`src/rtl/int_mul_serial_pkg.sv`:
```
// int_mul_serial_pkg: shared state encoding and sizing helpers for the serial multiplier
package int_mul_serial_pkg;

    typedef enum logic [1:0] {
        IDLE = 2'd0,
        MUL  = 2'd1,
        DONE = 2'd2
    } state_e;

    // Number of W-bit digits needed to cover an N-bit operand
    function automatic int ceil_div(input int n, input int d);
        return (n + d - 1) / d;
    endfunction

    // Digit counter width; a single-digit multiplier still keeps a 1-bit counter
    function automatic int cnt_width(input int l);
        return (l > 1) ? $clog2(l) : 1;
    endfunction

endpackage

```
`src/rtl/int_mul_digit.sv`:
```
// int_mul_digit: one N x W partial product shifted into place and added to the 2N-bit accumulator
module int_mul_digit #(
    parameter int N  = 32,
    parameter int W  = 16,
    parameter int CW = 1
) (
    input  logic [N-1:0]   a_i,
    input  logic [W-1:0]   d_i,
    input  logic [CW-1:0]  cnt_i,
    input  logic [2*N-1:0] acc_i,
    output logic [2*N-1:0] acc_o
);

    logic [N+W-1:0] pp;

    // The shifted partial product never carries past bit 2N-1 because the top digit is zero-extended
    always_comb begin
        pp    = {{W{1'b0}}, a_i} * {{N{1'b0}}, d_i};
        acc_o = acc_i + ((2*N)'(pp) << (cnt_i * W));
    end

endmodule

```
`src/rtl/int_mul_serial.sv`:
```
// int_mul_serial: digit-serial unsigned N x N multiplier with valid/ready handshake on both sides
`ifndef DATA_SIZE_ARB
`define DATA_SIZE_ARB 32
`endif
`ifndef W_SIZE
`define W_SIZE 16
`endif

module int_mul_serial
    import int_mul_serial_pkg::*;
#(
    parameter int DATA_SIZE = `DATA_SIZE_ARB,
    parameter int W_SIZE    = `W_SIZE
) (
    input  logic                   clk,
    input  logic                   rst_n,
    input  logic                   in_valid,
    output logic                   in_ready,
    input  logic [DATA_SIZE-1:0]   A,
    input  logic [DATA_SIZE-1:0]   B,
    output logic                   out_valid,
    input  logic                   out_ready,
    output logic [2*DATA_SIZE-1:0] P
);

    localparam int N      = DATA_SIZE;
    localparam int W      = W_SIZE;
    localparam int L_SIZE = ceil_div(N, W);
    localparam int LW     = L_SIZE * W;
    localparam int CW     = cnt_width(L_SIZE);

    state_e         state_q;
    logic [N-1:0]   a_q;
    logic [LW-1:0]  b_q;
    logic [2*N-1:0] acc_q;
    logic [2*N-1:0] acc_d;
    logic [CW-1:0]  cnt_q;
    logic           out_valid_q;
    logic           accept;
    logic           last;

    // Ready in IDLE, or in DONE when the result is being taken this cycle; never during reset
    always_comb begin
        in_ready = rst_n && (state_q == IDLE || (state_q == DONE && out_ready));
        accept   = in_ready && in_valid;
        last     = cnt_q == CW'(L_SIZE - 1);
    end

    int_mul_digit #(
        .N  (N),
        .W  (W),
        .CW (CW)
    ) u_digit (
        .a_i   (a_q),
        .d_i   (b_q[W-1:0]),
        .cnt_i (cnt_q),
        .acc_i (acc_q),
        .acc_o (acc_d)
    );

    // FSM: an accept always restarts the operation, otherwise step digits or wait for the consumer
    always_ff @(posedge clk or negedge rst_n) begin
        if (!rst_n) begin
            state_q     <= IDLE;
            a_q         <= '0;
            b_q         <= '0;
            acc_q       <= '0;
            cnt_q       <= '0;
            out_valid_q <= 1'b0;
        end else if (accept) begin
            state_q     <= MUL;
            a_q         <= A;
            b_q         <= LW'(B);
            acc_q       <= '0;
            cnt_q       <= '0;
            out_valid_q <= 1'b0;
        end else begin
            case (state_q)
                MUL: begin
                    acc_q <= acc_d;
                    b_q   <= b_q >> W;
                    cnt_q <= cnt_q + CW'(1);
                    if (last) begin
                        state_q     <= DONE;
                        out_valid_q <= 1'b1;
                    end
                end
                DONE: begin
                    if (out_ready) begin
                        state_q     <= IDLE;
                        out_valid_q <= 1'b0;
                    end
                end
                IDLE: ;
                default: state_q <= IDLE;
            endcase
        end
    end

    assign out_valid = out_valid_q;
    assign P         = acc_q;

endmodule

```
`config.mk`:
```
export PLATFORM = sky130hd
export DESIGN_NAME = int_mul_serial
export DESIGN_NICKNAME = d
export VERILOG_FILES = /design/src/rtl/int_mul_serial_pkg.sv /design/src/rtl/int_mul_digit.sv /design/src/rtl/int_mul_serial.sv
export SDC_FILE = /design/constraint.sdc
export NUM_CORES = 2
export LEC_CHECK = 0
export BUFFER_PORTS_ARGS = -buffer_cell sky130_fd_sc_hd__buf_2
export CAP_MARGIN = 20
export CORE_MARGIN = 2
export CORE_UTILIZATION = 45
export DETAILED_ROUTE_END_ITERATION = 8
export MAX_ROUTING_LAYER = met4
export PLACE_DENSITY = 0.66
export SYNTH_ARGS = -nofsm -noshare
export SYNTH_HDL_FRONTEND = slang
export SYNTH_HIERARCHICAL = 1
export SYNTH_SLANG_ARGS = --single-unit
```
`constraint.sdc`:
```
create_clock -name clk -period 23.3 [get_ports clk]
set_input_delay 1.165 -clock clk [delete_from_list [all_inputs] [get_ports clk]]
set_output_delay 1.165 -clock clk [all_outputs]
set_load 0.02 [all_outputs]
```
# After elaboration in Yosys (flattened, before gate mapping)
# Cells that the tools add are included.
# op_classes
n_addsub	2
multipliers	1
eq_ne	5
n_shift	1
muxes	14
reduce_logical	9
# op_table
op	n
$mux 64	2
$add 64x64->64	1
$mux 32	2
$shl 48x5->64	1
$mul 32x16->48	1
$mux 2	3
$ne 3x3->1 const B	2
$pmux 2 s3	1
$reduce_and 3->1	2
$mux 1	5
$logic_and 1x1->1	3
$reduce_bool 3->1	1
$eq 2x1->1 const B	1
$eq 2x2->1 const B	1
$logic_not 2->1	1
$ne 2x2->1 const B	1
$pmux 1 s2	1
$reduce_bool 2->1	1
$add 1x1->1 const B	1
$logic_or 1x1->1	1
# totals
reg_bits	132
elab_cells	38

# Longest topological paths before layout
# logic_depth
ltp_word	7
mapped_depth	39

# Cells and area by module
# The synthesis kept the hierarchy.
# modules_own_cells
module	n_inst	cells_per_inst	area_per_inst_um2
int_mul_digit	1	2515	20503.4
int_mul_serial	1	495	5282.6

# Worst setup path before layout
# OpenSTA, ideal clock, no wires.
# synth_timing
path_kind	register to register
from	register a_q[23]
to	register acc_q[63], in the netlist P[63]
arrival_time_ns	8.251
required_time_ns	23.167
slack_ns	14.916
stages_incl_launch_ff	37
n_path_buf	2
cell_sequence	dfrtp_1 clkbuf_1 nand2_1 fa_1 fa_1 fa_1 inv_1 fa_1 fa_1 inv_1 fa_1 inv_1 ha_1 clkbuf_1 and3_1 and3_1 a211oi_1 o221ai_1 o211ai_1 a21oi_1 o311ai_1 nand2_1 a31o_1 and3_1 ha_1 and2_1 nand3_1 nor2_1 nor4_1 o41ai_1 nor2_1 a21oi_2 a221o_2 a31oi_2 xnor3_1 nand2_1 o21ai_0
# synth_via
elab_chain_len	5
# synth_rtl
item	line	text
from (decl)	int_mul_serial.sv:33	logic [N-1:0] a_q;
from (signal assigned)	int_mul_serial.sv:65	a_q <= '0;
from (signal assigned)	int_mul_serial.sv:72	a_q <= A;
$mul 32x16->48	int_mul_digit.sv:18	pp = {{W{1'b0}}, a_i} * {{N{1'b0}}, d_i};
$shl 48x5->64	int_mul_digit.sv:19	acc_o = acc_i + ((2*N)'(pp) << (cnt_i * W));
$add 64x64->64	int_mul_digit.sv:19	
net acc_d[63]	int_mul_serial.sv:36	logic [2*N-1:0] acc_d;
$mux 64	int_mul_serial.sv:78	case (state_q)
$mux 64	int_mul_serial.sv:70	end else if (accept) begin
to (signal assigned)	int_mul_serial.sv:67	acc_q <= '0;
to (signal assigned)	int_mul_serial.sv:74	acc_q <= '0;
to (signal assigned)	int_mul_serial.sv:80	acc_q <= acc_d;
to (decl)	int_mul_serial.sv:35	logic [2*N-1:0] acc_q;
# The timed path passes the listed nets, and every way through them passes these cells. The select of a mux whose other input is x is not followed.
# A chain may end at the register's enable or synchronous reset.

# Final worst setup path
# layout_timing
from	register a_q[9]
to	register acc_q[53], in the netlist P[53]
# The elaborated chain is that of the path after synthesis.

==> impl_metrics.tcl <==
set metrics [dict create \
    ctsHtreeMaxLevel 4 \
    syn_inst 3010 \
    fin_crit_ps 9940 \
    slew_violations 0 \
    start_kind "flip-flop" \
    viasPerCell 5.481 \
    synth.most_common_cell "nand2_1" \
    ys_top_cells_by_count "549 x nand2_1, 472 x inv_1, 419 x fa_1" \
    place_congestion 0.9671 \
    rsz0062_at_grt "no" \
    vias 20860 \
    cts_num_sinks 132 \
    grt_usage_pct 26.78 \
    crit_path_frequent_cell "fa_1" \
    root_buffer "clkbuf_16" \
    firstDrtPassIters 5 \
    antenna_left 0 \
    post-dp-hpwl_mm 56.01 \
    start_util_pct 45.64 \
    ioPinCount 134 \
    synthToLayoutAreaGrowth_pct 6.784 \
    netlist-cell-type-count 87 \
    drive_gt1_share_pct 8.861 \
    yosys_warnings 6 \
    rows 87 \
    fin_crit_sh_pct 42.66 \
    end_kind "flip-flop" \
    worst_ep_required_time_ps 23650 \
    final_nets 3705 \
    fmax_ghz 0.1006 \
    hold_buffers 0 \
    grt_overflow 0 \
    fin_skew_ps 21.80 \
    dieArea_sq_mm 0.05923 \
    syn_nets 3680 \
    coreArea_sq_mm 0.05650 \
    fin_area_sq_mm 0.02754 \
    place_area_sq_mm 0.02694 \
    clock_path_buffers 2 \
    grt_pass1_vias 21670 \
    clk_pin_slew_worst_paths_ps 70 \
    yosysSeqAreaShare_pct 12.81 \
    synth_edf_count 0 \
    setup_ws_ps 13360 \
    routedWlPerCell_microns 19.34 \
    cts_setup_buffers 0 \
    async_flop_share_pct 100.0 \
    critPathBufInv 4 \
    slowest_delay_ps 660 \
    critPathSlowestCell "dfrtp_1" \
    final_util_pct 48.74 \
    grt_start_max_net_pins 73 \
    crit_type "flip-flop to flip-flop" \
    die_w_microns 243.4 \
    status "finished clean" \
    avgSynthCellArea_sq_um 8.567 \
    hp-class "flip-flop to flip-flop" \
    setup_viol 0 \
    die_h_microns 243.4 \
    io_buffers 133 \
    clkLatencyLatePin_ps 500 \
    cp_top_family "adder cells" \
    arrival_ps 10290 \
    synth_ff_type "dfrtp_1" \
    cts_tree "yes" \
    synth_top_area_share_pct 32.53 \
    tns_ps 0 \
    synth.area.top_cells "fa_1 33%, dfrtp_1 13%, ha_1 8.9%, nand2_1 8.0%, inv_1 6.9%" \
    pre_cts_slack_ps 13600 \
    slew_headroom_pct 41.00 \
    drv_cap 0 \
    ctsResizeCount 0 \
    antenna_found_initial 3 \
    tightest_slew_ps 885.0 \
    final_hold_viol_count 0 \
    syn_area_sq_mm 0.02579 \
    seq_area_sq_mm 0.003308 \
    synth_top_cell_by_area "fa_1" \
    multi_input_area_sq_mm 0.02003 \
    fillers 5486 \
    cts_buffers 17 \
    drt-initial-drc-count 1375 \
    grt_pass1_wl_mm 120.9 \
    synth_seq_cells 132 \
    critical_path.max_fanout 17 \
    drc_errors 0 \
    wl_mm 73.62 \
]
[registers in the layout, summed over array words and instances (netlist names)]
| signal | cells |
|---|---|
| P | 64 |
| a_q | 32 |
| b_q | 32 |
| cnt_q | 1 |
| out_valid | 1 |
| state_q | 2 |
[layout by cell type (no fill, tap or decap), types with 5 or more instances in the layout]
cell,netlist,layout
buf_2,8,132
o21a_1,7,7
mux2i_1,5,5
o21ai_1,14,14
inv_1,472,472
nand2b_1,17,17
o21ai_0,149,149
and2_1,249,249
a211oi_1,7,7
dfrtp_1,132,128
nor2_1,59,59
a21o_1,76,76
fa_1,419,419
a221o_1,18,18
inv_6,0,6
mux2_2,45,45
clkbuf_16,0,17
a31oi_1,24,24
ha_1,183,183
o21bai_1,19,19
nand3_1,26,26
o31ai_1,6,6
and3_1,16,16
nand4_1,30,30
xnor2_1,64,64
buf_4,2,28
nor2b_1,20,20
nor3_1,13,13
xor2_1,34,34
nand2_1,549,549
a21oi_1,110,110
[cell families (layout without fill, tap and decap cells)]
| group | count (synthesis) | count (layout) | synth area share [%] |
|---|---|---|---|
| buffers and inverters | 627 | 664 | 9.525 |
| flip-flops | 132 | 132 | 12.81 |
| multiplexers | 50 | 50 | 2.159 |
| AND/OR/NAND/NOR | 1013 | 1013 | 18.73 |
| AO/OA/AOI/OAI | 487 | 487 | 11.95 |
| XOR/XNOR | 99 | 99 | 3.416 |
| adder cells (fa/ha/maj) | 602 | 602 | 41.41 |
| other | 0 | 3 | 0 |
[area by class of cell]
cell class	instances	share of cell area, %
multi-input cells	2251	72.74
flip-flops and latches	132	12.01
inverters	472	6.434
well taps	756	3.435
repair buffers	161	3.204
clock buffers	17	1.545
clock inverters	14	0.5998
diodes	3	0.02726
[worst reg2reg max path, delay by kind of cell, from the launching register on]
family	cells	cell delay [ps]
compound gates	14	3650
xor+xnor	2	320
fa+ha+maj	8	3750
buf+inv	4	200
flops	1	660
mux	1	350
simple gates	5	880
[per-stage QoR]
stage | instances | hold WS, ps
floorplan | 3010 | 473.8
global placement | 3772 | 497.0
detailed placement | 3772 | 502.3
CTS | 3803 | 517.1
global route | 3806 | 539.7
finish | 3806 | 516.3
[worst paths after layout]
path	from	to	slack, ps	depth (start not counted)
min in group asynchronous	rst_n	a_q[8]	590	1
max in group asynchronous	rst_n	P[60]	21470	2
min reg2reg	b_q[1]	b_q[1]	520	1
max reg2reg	a_q[9]	P[53]	13360	34
min	b_q[1]	b_q[1]	520	1
max	a_q[9]	P[53]	13360	34
[per-layer routing]
layer | GRT usage, % | wire length [microns] | part of all wire (%)
met1 | 36.35 | 32710 | 44
met2 | 41.04 | 34030 | 46
met3 | 5.431 | 5260 | 7.1
met4 | 6.839 | 1619 | 2.2
met5 | - | 0 | 0
Power is not shown: default switching activity piles up to over one toggle a cycle in this logic, so the estimate is an artifact.
